File: src/rtl/button_led_ctrl.sv
// button_led_ctrl
//   Sits between the raw iCEBreaker user button and LEDR. The button is
//   synchronised and debounced. Each clean press becomes a one-cycle event,
//   and that event steps LEDR through OFF -> ON -> BLINK_SLOW -> BLINK_FAST -> OFF.
//
//   Optional feature: define LONG_PRESS_EN to enable long-press detection.
//   A debounced hold of LONG_PRESS_CYCLES forces the mode back to OFF and
//   emits one long_press pulse. Without the macro, long_press is tied low.
module button_led_ctrl #(
    parameter int DEBOUNCE_CYCLES   = 120000,
    parameter int BLINK_SLOW_CYCLES = 6000000,
    parameter int BLINK_FAST_CYCLES = 1500000,
    parameter int LONG_PRESS_CYCLES = 12000000
) (
    input  logic       clk,
    input  logic       rst,
    input  logic       button,
    output logic       LEDR,
    output logic [1:0] mode,
    output logic       press_pulse,
    output logic       long_press
);

    localparam logic [1:0] MODE_OFF  = 2'd0;
    localparam logic [1:0] MODE_ON   = 2'd1;
    localparam logic [1:0] MODE_SLOW = 2'd2;
    localparam logic [1:0] MODE_FAST = 2'd3;

    // Debounce counter only has to reach DEBOUNCE_CYCLES-1 (parameter is >= 2).
    localparam int DW = $clog2(DEBOUNCE_CYCLES);
    localparam logic [DW-1:0] DB_LAST = DW'(DEBOUNCE_CYCLES - 1);

    // One blink counter serves both rates, so size it for the longer half-period.
    localparam int BMAX = (BLINK_SLOW_CYCLES > BLINK_FAST_CYCLES) ? BLINK_SLOW_CYCLES
                                                                  : BLINK_FAST_CYCLES;
    localparam int BW = (BMAX > 1) ? $clog2(BMAX) : 1;
    localparam logic [BW-1:0] SLOW_LAST = BW'(BLINK_SLOW_CYCLES - 1);
    localparam logic [BW-1:0] FAST_LAST = BW'(BLINK_FAST_CYCLES - 1);

    logic          s1_r;
    logic          s2_r;
    logic          db_r;
    logic          db_q_r;
    logic [DW-1:0] db_cnt_r;
    logic [BW-1:0] bcnt_r;
    logic          phase_r;

    logic          press_rise_s;
    logic          long_hit_s;
    logic [1:0]    mode_nxt_s;
    logic          mode_chg_s;
    logic [BW-1:0] half_last_s;
    logic [BW-1:0] bcnt_nxt_s;
    logic          phase_nxt_s;
    logic          led_nxt_s;

    // Two-flop synchroniser for the asynchronous button level.
    always_ff @(posedge clk or posedge rst) begin
        if (rst) begin
            s1_r <= 1'b0;
            s2_r <= 1'b0;
        end else begin
            s1_r <= button;
            s2_r <= s1_r;
        end
    end

    // Debounce: accept a new level only after DEBOUNCE_CYCLES consecutive differing samples.
    always_ff @(posedge clk or posedge rst) begin
        if (rst) begin
            db_r     <= 1'b0;
            db_cnt_r <= '0;
        end else if (s2_r == db_r) begin
            db_cnt_r <= '0;
        end else if (db_cnt_r == DB_LAST) begin
            db_r     <= s2_r;
            db_cnt_r <= '0;
        end else begin
            db_cnt_r <= db_cnt_r + DW'(1);
        end
    end

    assign press_rise_s = db_r & ~db_q_r;

`ifdef LONG_PRESS_EN
    localparam int HW = (LONG_PRESS_CYCLES > 1) ? $clog2(LONG_PRESS_CYCLES) : 1;
    localparam logic [HW-1:0] H_LAST = HW'(LONG_PRESS_CYCLES - 1);

    logic [HW-1:0] hcnt_r;
    logic          lp_done_r;

    // The hold counter stops at its terminal value. lp_done_r keeps the hit to a single pulse per hold.
    assign long_hit_s = db_r & (hcnt_r == H_LAST) & ~lp_done_r;

    // Hold-time counter: runs while the debounced level is high and clears on release.
    always_ff @(posedge clk or posedge rst) begin
        if (rst) begin
            hcnt_r    <= '0;
            lp_done_r <= 1'b0;
        end else if (!db_r) begin
            hcnt_r    <= '0;
            lp_done_r <= 1'b0;
        end else if (hcnt_r != H_LAST) begin
            hcnt_r <= hcnt_r + HW'(1);
        end else if (long_hit_s) begin
            lp_done_r <= 1'b1;
        end else begin
            hcnt_r <= hcnt_r;
        end
    end

    // Registered long-press event pulse.
    always_ff @(posedge clk or posedge rst) begin
        if (rst) begin
            long_press <= 1'b0;
        end else begin
            long_press <= long_hit_s;
        end
    end
`else
    // Only referenced so the hold-time parameter is not flagged as unused in this build.
    logic lp_cfg_unused_s;
    assign lp_cfg_unused_s = ^(32'(LONG_PRESS_CYCLES));
    assign long_hit_s      = 1'b0;
    assign long_press      = 1'b0;
`endif

    // Next mode: a long press overrides everything, otherwise a press steps the mode with wrap.
    always_comb begin
        mode_nxt_s = mode;
        mode_chg_s = 1'b0;
        if (long_hit_s) begin
            mode_nxt_s = MODE_OFF;
            mode_chg_s = 1'b1;
        end else if (press_rise_s) begin
            mode_nxt_s = mode + 2'd1;
            mode_chg_s = 1'b1;
        end else begin
            mode_nxt_s = mode;
            mode_chg_s = 1'b0;
        end
    end

    // Blink timebase: any mode entry restarts the count with the phase lit.
    always_comb begin
        half_last_s = (mode == MODE_SLOW) ? SLOW_LAST : FAST_LAST;
        bcnt_nxt_s  = bcnt_r;
        phase_nxt_s = phase_r;
        if (mode_chg_s) begin
            bcnt_nxt_s  = '0;
            phase_nxt_s = 1'b1;
        end else if (mode[1]) begin
            if (bcnt_r == half_last_s) begin
                bcnt_nxt_s  = '0;
                phase_nxt_s = ~phase_r;
            end else begin
                bcnt_nxt_s  = bcnt_r + BW'(1);
                phase_nxt_s = phase_r;
            end
        end else begin
            bcnt_nxt_s  = '0;
            phase_nxt_s = phase_r;
        end
    end

    // LED value for the mode that will be current after this edge.
    always_comb begin
        led_nxt_s = 1'b0;
        case (mode_nxt_s)
            MODE_OFF:  led_nxt_s = 1'b0;
            MODE_ON:   led_nxt_s = 1'b1;
            MODE_SLOW: led_nxt_s = phase_nxt_s;
            MODE_FAST: led_nxt_s = phase_nxt_s;
            default:   led_nxt_s = 1'b0;
        endcase
    end

    // Press edge detect, mode register, blink state and the registered LED drive.
    always_ff @(posedge clk or posedge rst) begin
        if (rst) begin
            db_q_r      <= 1'b0;
            press_pulse <= 1'b0;
            mode        <= MODE_OFF;
            LEDR        <= 1'b0;
            bcnt_r      <= '0;
            phase_r     <= 1'b0;
        end else begin
            db_q_r      <= db_r;
            press_pulse <= press_rise_s;
            mode        <= mode_nxt_s;
            LEDR        <= led_nxt_s;
            bcnt_r      <= bcnt_nxt_s;
            phase_r     <= phase_nxt_s;
        end
    end

endmodule

File: config.mk
export PLATFORM = sky130hd
export DESIGN_NAME = button_led_ctrl
export DESIGN_NICKNAME = d
export VERILOG_FILES = /design/src/rtl/button_led_ctrl.sv
export SDC_FILE = /design/constraint.sdc
export NUM_CORES = 1
export LEC_CHECK = 0
export CAP_MARGIN = 40
export CORE_ASPECT_RATIO = 0.9
export CORE_MARGIN = 10
export CORE_UTILIZATION = 50
export CTS_CLUSTER_SIZE = 25
export DETAILED_ROUTE_END_ITERATION = 8
export PLACE_DENSITY_LB_ADDON = 0.08
export SYNTH_ARGS = -nofsm -noshare
export SYNTH_HDL_FRONTEND = slang
export SYNTH_SLANG_ARGS = --single-unit
File: constraint.sdc
create_clock -name clk -period 2.2 [get_ports clk]
set_clock_uncertainty 0.2 [all_clocks]
set_input_delay 0.44 -clock clk [delete_from_list [all_inputs] [get_ports clk]]
set_output_delay 0.44 -clock clk [all_outputs]
set_load 0.01 [all_outputs]
==> reports/results.tsv <==
stage	metric	value	unit
drt	wl_met1	2149	microns
clocking	cts_buffers	5	
timing	finalHoldViolCount	0	
drt	antenna_left	0	
placement	dpl.cell_count	305	
drt	first_pass_iters	4	
clocking	htree_levels	2	
worst_hold_path	hold_class	flop to flop	
setup_path	required	2180	ps
drt	vias	1676	
clocking	cts_setup_buffers	0	
synth	yosysWarnings	0	
power_and_ir_drop	p_sw_frac	0.2151	
power_and_ir_drop	p_int	1.132	mW
job	drv_cap	0	
drt	drt-vias-per-instance	5.389	
synth	synth-compound-area-share	0.03239	
drt	drc	0	
setup_path	cp_num_buf_inv	1	
setup_path	startpoint_type	flop	
clocking	clk_pin_slew	90	ps
timing	fin_crit_sh	0.9890	
clocking	cts_buffer_depth	2	
die	die_h	85.66	microns
global_routing	grt.total_usage	0.1171	
power_and_ir_drop	p_clk_frac	0.335	
clocking	tritoncts	yes	
global_routing	grt_max_degree	50	
synth	syn_nets	235	
die	core_area	4547	sq um
setup_path	critPathSlowestCell	dfrtp_2	
power_and_ir_drop	p_per_area	530.3	nW/um^2
synth	ys_ff_latch	49	
timing	setup_violations	0	
synth	synth_top_family_by_area	simple AND/OR/NAND/NOR gates	
drt	wirelength	4248	microns
placement	gp_congestion	0.7893	
power_and_ir_drop	cellLeakagePower	1.130	nW
layout	nNetsFinal	256	
setup_path	crit_chain	ha_4 -> or3b_4 -> a2111oi_4 -> o211ai_2 -> nand3_2 -> buf_12 -> nor2_1	
synth	synth_top_area_share	0.5120	
layout	nFillCells	412	
setup_path	endpoint_kind	flop	
synth	synth_cell_types	41	
timing	post-route-min-period	2176	ps
clocking	cts_num_sinks	49	
power_and_ir_drop	power_frac_seq	0.634	
setup_path	crit_path_start	mode[1]	
die	rows	23	
timing	max_freq	459.6	MHz
synth	synth.area.top_cells	dfrtp_1 51%, xor2_1 9.1%, nor2_1 5.8%	
drt	wire_per_inst	13.66	microns
die	start_util	0.5267	
clocking	post_cts_resized	0	
layout	layoutNonFillerInstCount	311	
synth	synth_area	2395	sq um
power_and_ir_drop	comb_power_share	0.031	
global_routing	globalRoute.totalOverflow	0	
die	io_pins	8	
layout	drive_above_1_share	0.1647	
setup_path	crit_family	simple AND/OR/NAND/NOR gates	
die	chipWidth	92.95	microns
drt	drt_iter0_drc	93	
synth	synth_simple_gate_area_frac	0.2576	
power_and_ir_drop	p_switching	0.3103	mW
setup_path	crit_arrival	2160	ps
placement	portBuffers	6	
drt	wl_met2	1892	microns
die	dieArea	7962	sq um
global_routing	grt_pass1_vias	1645	
timing	finalMaxSlewViolations	0	
global_routing	antenna_found_initial	0	
clocking	clock_latency	290	ps
synth	avgSynthCellArea	10.46	sq um
power_and_ir_drop	max-vdd-ir-drop	0.3154	mV
setup_path	path_max_fanout	16	
drt	met3_length	180	microns
layout	post-route-util	0.5982	
layout	area_growth	13.58	%
layout	diodes	0	
timing	tightestPinTransition	551.6	ps
synth	synth-xor-area-share	0.1426	
synth	synth_cells	229	
synth	yosysSeqAreaShare	0.5120	
timing	slew_headroom	0.6303	
setup_path	r2r-start	mode[1]	
timing	rsz0062_at_grt	yes	
synth	yosysTopAreaCell	dfrtp_1	
clocking	cts_root_buf	clkbuf_8	
drt	routed.top_layer	met4	
placement	hpwl	3025	microns
synth	synth_mux_area_frac	0.008882	
setup_path	worstSetupPathType	flop to flop	
setup_path	max_stage_delay	430	ps
global_routing	grt_pass1_wl	7748	microns
synth	synthAdderAreaFrac	0.01567	
clocking	ctsHoldBuffers	0	
worst_hold_path	min_from	s1_r	
outcome	outcome	completed	
## logic make-up after synthesis
group / Yosys count
adders and majority gates: 3
and+or+nand+nor: 115
xor gates and xnor gates: 39
DFF: 49
other: 1
AOI/OAI and AO/OA: 8
muxes: 2
buffers and inverters: 12
## Yosys cell counts
master / instances
nor4bb_1: 2
a2111oi_4: 1
and2_1: 2
or3b_1: 1
nand2b_1: 1
nand4_1: 9
and4_1: 4
mux2_2: 1
o211ai_2: 1
buf_6: 1
buf_4: 1
a31oi_1: 1
o2111ai_1: 1
inv_1: 7
ha_1: 3
xor2_1: 25
or4b_2: 1
or2_1: 1
nand4b_1: 2
nand3_2: 1
nor2_2: 10
o31ai_1: 1
nor4b_1: 1
nor3_2: 1
conb_1: 1
mux2i_1: 1
nand3b_1: 1
nand3_1: 17
or3_1: 1
buf_2: 2
nand2_1: 12
nor2_1: 37
xnor2_1: 14
or4bb_1: 1
o21ai_0: 1
and3_1: 5
buf_8: 1
nor3_1: 3
a21oi_1: 2
nor4_1: 2
dfrtp_1: 49
## routing by layer
layer / track usage / vias to the layer above
met2: 0.1712 / 29
met1: 0.1632 / 829
met4: 0.03361 / 0
met5: 0 / -
li1: - / 814
met3: 0.03397 / 4
## placed cells by master (no fill, tap or decap), types with 2 or more instances in the layout
| cell type | count |
|---|---|
| nand2_1 | 12 |
| buf_12 | 3 |
| clkbuf_8 | 5 |
| and2_1 | 2 |
| and3_1 | 5 |
| nor2_1 | 36 |
| and4_1 | 4 |
| dfrtp_1 | 48 |
| inv_2 | 2 |
| a21oi_1 | 2 |
| buf_4 | 10 |
| inv_1 | 5 |
| nor2_2 | 11 |
| xor2_1 | 25 |
| clkdlybuf4s50_1 | 6 |
| xnor2_1 | 14 |
| nand3_1 | 17 |
| nand4b_1 | 2 |
| ha_1 | 2 |
| nor3_1 | 3 |
| nor4bb_1 | 2 |
| nor4_1 | 2 |
| nand4_1 | 9 |
## final cells by class
| class | instances | area (sq um) | area share |
|---|---|---|---|
| multi-input combinational | 168 | 1120 | 0.4117 |
| timing repair buffer | 19 | 195.2 | 0.07176 |
| clock buffer | 5 | 68.82 | 0.02530 |
| inverter | 7 | 26.28 | 0.009660 |
| sequential | 49 | 1227 | 0.4512 |
| clock inverter | 1 | 5.005 | 0.001840 |
| tap | 62 | 77.57 | 0.02852 |
## power by group through the flow
| stage | Sequential [mW] | Clock (mW) | Combinational [mW] |
|---|---|---|---|
| 3_5_place_dp | 0.932 | 0 | 0.0469 |
| 5_1_grt | 0.915 | 0.544 | 0.0526 |
| 6_report | 0.914 | 0.483 | 0.0451 |
| 3_3_place_gp | 0.932 | 0 | 0.0454 |
| 2_1_floorplan | 0.930 | 0 | 0.0292 |
| 4_1_cts | 0.914 | 0.497 | 0.0472 |
## metrics by stage
step           worst slack (ps)  hold slack [ps]  cell area, sq um  power (mW)  TNS, ps
2_1_floorplan             12.11            131.2              2415      0.9591        0
3_3_place_gp              66.04            139.8              2644      0.9769        0
3_5_place_dp              39.98            144.1              2644      0.9786        0
4_1_cts                   22.04            167.3              2718       1.458        0
5_1_grt                  -38.26            177.5              2720       1.512   -555.0
6_report                  24.14            163.0              2720       1.442        0
## registers in the layout, indices dropped and copies added, names as in the netlist
signal	cells
mode	2
s2_r	1
LEDR	1
db_cnt_r	17
bcnt_r	23
s1_r	1
press_pulse	1
db_q_r	1
db_r	1
phase_r	1
## path summary, 6_finish.rpt
path | endpoint | slack (ps) | depth (start not counted)
max in group asynchronous | mode[1] | 1270 | 3
max | bcnt_r[20] | 20 | 7
min | s2_r | 160 | 0
min reg2reg | s2_r | 160 | 0
min in group asynchronous | s2_r | 290 | 3
max reg2reg | bcnt_r[20] | 20 | 7
Note: power is estimated with default switching activity, not from simulation.
